[src/rtl/fifo_queue.sv]
// Circular FIFO queue of DEPTH words with show-ahead read data, occupancy count
// and registered one-cycle error pulses for rejected push/pop requests.
module fifo_queue #(
    parameter int DATA_W = 8,
    parameter int ADDR_W = 4
) (
    input  logic              clk,
    input  logic              reset,
    input  logic              push,
    input  logic              pop,
    input  logic [DATA_W-1:0] wr_data,
    output logic [DATA_W-1:0] rd_data,
    output logic              empty,
    output logic              full,
    output logic [ADDR_W:0]   count,
    output logic              wr_err,
    output logic              rd_err
);

    localparam int DEPTH = 2 ** ADDR_W;
    localparam logic [ADDR_W:0] DEPTH_CNT = (ADDR_W + 1)'(DEPTH);

    // Request semantics: push and pop are level requests sampled every rising
    // edge; a request high for N cycles is N requests. A push is accepted unless
    // the queue is full with no pop in the same cycle; a pop is accepted unless
    // the queue is empty. A rejected request raises its error flag for exactly
    // the following cycle. There is no back-pressure signal to the requester.

    logic [DATA_W-1:0] mem_q [DEPTH];
    logic [ADDR_W-1:0] wr_ptr_q, wr_ptr_d;
    logic [ADDR_W-1:0] rd_ptr_q, rd_ptr_d;
    logic [ADDR_W:0]   count_q,  count_d;
    logic              wr_err_q, wr_err_d;
    logic              rd_err_q, rd_err_d;

    logic push_ok;
    logic pop_ok;

    assign empty = (count_q == '0);
    assign full  = (count_q == DEPTH_CNT);

    always_comb begin
        push_ok  = 1'b0;
        pop_ok   = 1'b0;
        wr_ptr_d = wr_ptr_q;
        rd_ptr_d = rd_ptr_q;
        count_d  = count_q;
        wr_err_d = 1'b0;
        rd_err_d = 1'b0;

        // When full, a simultaneous pop frees the slot the push writes into.
        pop_ok  = pop && !empty;
        push_ok = push && (!full || pop_ok);

        if (push_ok) begin
            wr_ptr_d = wr_ptr_q + 1'b1;
        end
        if (pop_ok) begin
            rd_ptr_d = rd_ptr_q + 1'b1;
        end

        case ({push_ok, pop_ok})
            2'b10:   count_d = count_q + 1'b1;
            2'b01:   count_d = count_q - 1'b1;
            default: count_d = count_q;
        endcase

        wr_err_d = push && !push_ok;
        rd_err_d = pop && !pop_ok;
    end

    always_ff @(posedge clk) begin
        if (reset) begin
            wr_ptr_q <= '0;
            rd_ptr_q <= '0;
            count_q  <= '0;
            wr_err_q <= 1'b0;
            rd_err_q <= 1'b0;
        end else begin
            wr_ptr_q <= wr_ptr_d;
            rd_ptr_q <= rd_ptr_d;
            count_q  <= count_d;
            wr_err_q <= wr_err_d;
            rd_err_q <= rd_err_d;
        end
    end

    // Storage is never cleared; stale words stay hidden behind empty.
    always_ff @(posedge clk) begin
        if (!reset && push_ok) begin
            mem_q[wr_ptr_q] <= wr_data;
        end
    end

    assign rd_data = empty ? '0 : mem_q[rd_ptr_q];
    assign count   = count_q;
    assign wr_err  = wr_err_q;
    assign rd_err  = rd_err_q;

endmodule

[config.mk]
export PLATFORM = sky130hd
export DESIGN_NAME = fifo_queue
export DESIGN_NICKNAME = d
export VERILOG_FILES = /design/src/rtl/fifo_queue.sv
export SDC_FILE = /design/constraint.sdc
export NUM_CORES = 1
export LEC_CHECK = 0
export ABC_AREA = 1
export CAP_MARGIN = 20
export CORE_MARGIN = 4
export CORE_UTILIZATION = 45
export CTS_CLUSTER_SIZE = 28
export DETAILED_ROUTE_END_ITERATION = 8
export PLACE_DENSITY = 0.69
export SLEW_MARGIN = 0
export SYNTH_ARGS = -nofsm -noshare
export SYNTH_HDL_FRONTEND = slang
export SYNTH_SLANG_ARGS = --single-unit
[constraint.sdc]
create_clock -name clk -period 3.63 [get_ports clk]
set_input_delay 0.726 -clock clk [delete_from_list [all_inputs] [get_ports clk]]
set_output_delay 0.726 -clock clk [all_outputs]
set_load 0.01 [all_outputs]
==> metrics.cfg <==
[setup_path]
required_ps = 2900
cp_top_family = buffers and inverters
crit_fanout = 64
reg2reg_slack_ps = 1430
slowest_delay_ps = 590
cp.arrival_ps = 2570
crit_path_top_delay_cell = clkdlybuf4s50_1
path_cells = inv_6, nand2_1, nand3_1, nand2_1, a21oi_1, o31ai_1, a21oi_1, clkdlybuf4s50_1
crit_buf_inv = 2
ff2ff_path_depth = 8
worstSetupEndpointType = primary output
timing.rr.end = mem_q[5][0]
critPathKind = flop to primary output
r2r_start = count[0]
cp-start-kind = flop

[sta]
slew_violations = 0
worst_slack_ps = 332
setup_viol = 0
final_hold_viol_count = 0
setup_tns_ps = 0
grt_setup_unrepaired = false
period_minus_slack_ps = 3300
tightestPinTransition_ps = 873
finalClockSkew_ps = 11.4
post-route-period-util = 0.909
max_freq_mhz = 303
slew_headroom = 0.418
whs_ps = 488

[worst_hold_path]
whs_endpoint = rd_ptr_q[2]
hold_class = flop to flop
hp-start = rd_ptr_q[2]
hold_depth = 2

[final_layout]
final-seq-area_sq_mm = 0.00423
layout.nets = 610
num-fill-cells = 1114
area_growth_pct = 17.1
n_antenna_cell = 0
utilization = 0.541
drive_above_1_share = 0.101
finalInstanceArea_sq_mm = 0.00719
multi_input_area_sq_mm = 0.00171

[route]
wirelength_microns = 13400
vias = 4069
drc = 0
wl_per_cell_microns = 17.3
via_per_inst = 5.24
first_iter_violations = 328
dr.pass1.iters = 5
drtAntennaViolNets = 0

[synth]
synthMuxAreaShare = 0
synth_simple_gate_area_share = 0.198
synth_compound_area_frac = 0.0564
synth_area_sq_mm = 0.00614
synth_fa_ha_area_frac = 0.0196
synth_seq_cells = 147
synthXorXnorAreaFrac = 0.00428
ys_warn_count = 0
synth_fp_nets = 568
ys_seq_area_frac = 0.688
synth_top_family_by_area = simple AND/OR/NAND/NOR gates
postSynthAreaPerCell_sq_um = 11.2
synth_cell_types = 31
syn_inst = 547

[cts]
cts_htree_levels = 4
cts_root_buf = clkbuf_16
cts_sinks = 147
clk_latency_ps = 410
hold_buffers = 0
cts_buffers = 17
ctsLongestPathBuffers = 2
cts_tree = built
clk_pin_slew_ps = 60

[die]
initial_utilization = 0.462
die_area_sq_mm = 0.0156
top_level_ports = 29
rows = 42
die_height_microns = 125
dieWidth_microns = 125
coreArea_sq_mm = 0.0133

[global_routing]
grt_pass1_vias = 4098
grt_max_degree = 65
grtUsageTotal = 0.177
grt-ovfl-total = 0
antenna_found_initial = 0
grt_pass1_wl_microns = 21300

[placed_design]
port-buffer-count = 28
post-dp-hpwl_microns = 8570
pre_cts_ws_ps = 500
place_congestion = 0.854
postPlaceCellArea_sq_mm = 0.00666

[run_status]
status = finished clean

[power]
powerDensity_mw_per_mm2 = 628
max-vdd-ir-drop_mv = 0.334
power.leakage_nw = 2.67

[flow_run]
cap_violations = 0

==> worst max path at each step <==
stage                     cells past startpoint  startpoint    endpoint  slack, ps
final                                         8        flop  rd_data[5]        330
after global routing                          8        flop  rd_data[0]        160
after detailed placement                      8        flop  rd_data[5]        500
after floorplan                              11        push    count[4]       1540
after global placement                        8        flop  rd_data[5]        540
after CTS                                     8        flop  rd_data[5]         60
==> registers in the layout, summed over array words and instances (netlist names), named ones only <==
| signal | cells |
|---|---|
| mem_q | 128 |
| rd_ptr_q | 4 |
| count | 5 |
| wr_ptr_q | 4 |
| rd_err | 1 |
| wr_err | 1 |
==> cell usage in the layout, fill, tap and decap left out, drive strengths merged, types with 2 or more instances in the layout <==
master	synthesis	routed
edfxtp	128	128
nor2	43	43
clkbuf	8	19
xor2	2	2
clkinvlp	0	3
buf	16	19
dfxtp	19	19
ha	8	8
nand2	159	159
nand3	71	71
nand4	3	3
clkdlybuf4s50	0	28
a21oi	38	38
inv	21	21
clkinv	1	9
o31ai	8	8
o21ai	17	17
==> per-stage QoR <==
stage / instances / total power [mW]
2_1_floorplan: 547 / 2.62
3_5_place_dp: 746 / 3.01
4_1_cts: 777 / 4.55
6_report: 777 / 4.52
3_3_place_gp: 746 / 2.99
5_1_grt: 777 / 4.77
==> tightest hold or removal path, delay by kind of cell, from the launching register on <==
family	cells	cell delay, ps
flip-flops	1	320
AO/OA/AOI/OAI	1	60
buffers and inverters	1	50
==> Yosys cell counts <==
master | count | area, sq um
nand2_1 | 153 | 574
clkinv_1 | 1 | 3.75
edfxtp_1 | 128 | 3840
inv_4 | 1 | 6.26
xnor2_1 | 1 | 8.76
o21ai_0 | 17 | 85.1
inv_1 | 18 | 67.6
nor3_1 | 1 | 5.00
a21oi_4 | 1 | 16.3
ha_1 | 8 | 100
a21oi_1 | 37 | 185
dfxtp_1 | 19 | 380
clkbuf_1 | 8 | 30.0
nand3_2 | 2 | 20.0
nor2_8 | 1 | 20.0
inv_2 | 2 | 7.51
buf_1 | 1 | 3.75
nor2_2 | 2 | 12.5
nand2_4 | 4 | 45.0
nand3b_1 | 1 | 7.51
xor2_1 | 2 | 17.5
nor4_1 | 1 | 6.26
buf_2 | 11 | 55.1
buf_6 | 1 | 11.3
nand2_2 | 2 | 12.5
nand4_1 | 3 | 18.8
o31ai_1 | 8 | 60.1
buf_4 | 3 | 22.5
fa_1 | 1 | 20.0
nor2_1 | 40 | 150
nand3_1 | 69 | 345
==> timing repair <==
action	in CTS	in global routing
endpoints found under the setup margin	0	8
hold endpoints to repair	0	0
resized for setup	0	2
buffers inserted	0	0
==> layer usage <==
metal,up-vias,wire length (microns),part of all wire,global-route usage
li1,1992,-,-,-
met1,1908,5570,0.42,0.213
met2,139,6780,0.50,0.299
met3,30,761,0.057,0.0442
met4,0,313,0.023,0.0855
met5,-,0,0,0
==> cell families after synthesis <==
kind of cell               after synthesis
AOI/OAI and AO/OA                       63
buffers and inverters                   46
and+or+nand+nor                        279
DFF                                    147
xor gates and xnor gates                 3
adders and majority gates                9
==> where the power goes <==
| part | leakage, nW | internal (mW) | switching, mW |
|---|---|---|---|
| sequential | 1.31 | 1.89 | 0.0693 |
| combinational | 1.11 | 0.379 | 0.640 |
| clock | 0.251 | 0.924 | 0.620 |
==> final cells by class <==
cell class                      count  share of cell area
Clock buffer                       19              0.0602
Clock inverter                     12              0.0129
Inverter                           22              0.0122
Multi-Input combinational cell    354               0.238
Sequential cell                   147               0.588
Tap cell                          176              0.0306
Timing Repair Buffer               47              0.0588
No activity file was read; power rests on OpenSTA's default activity.
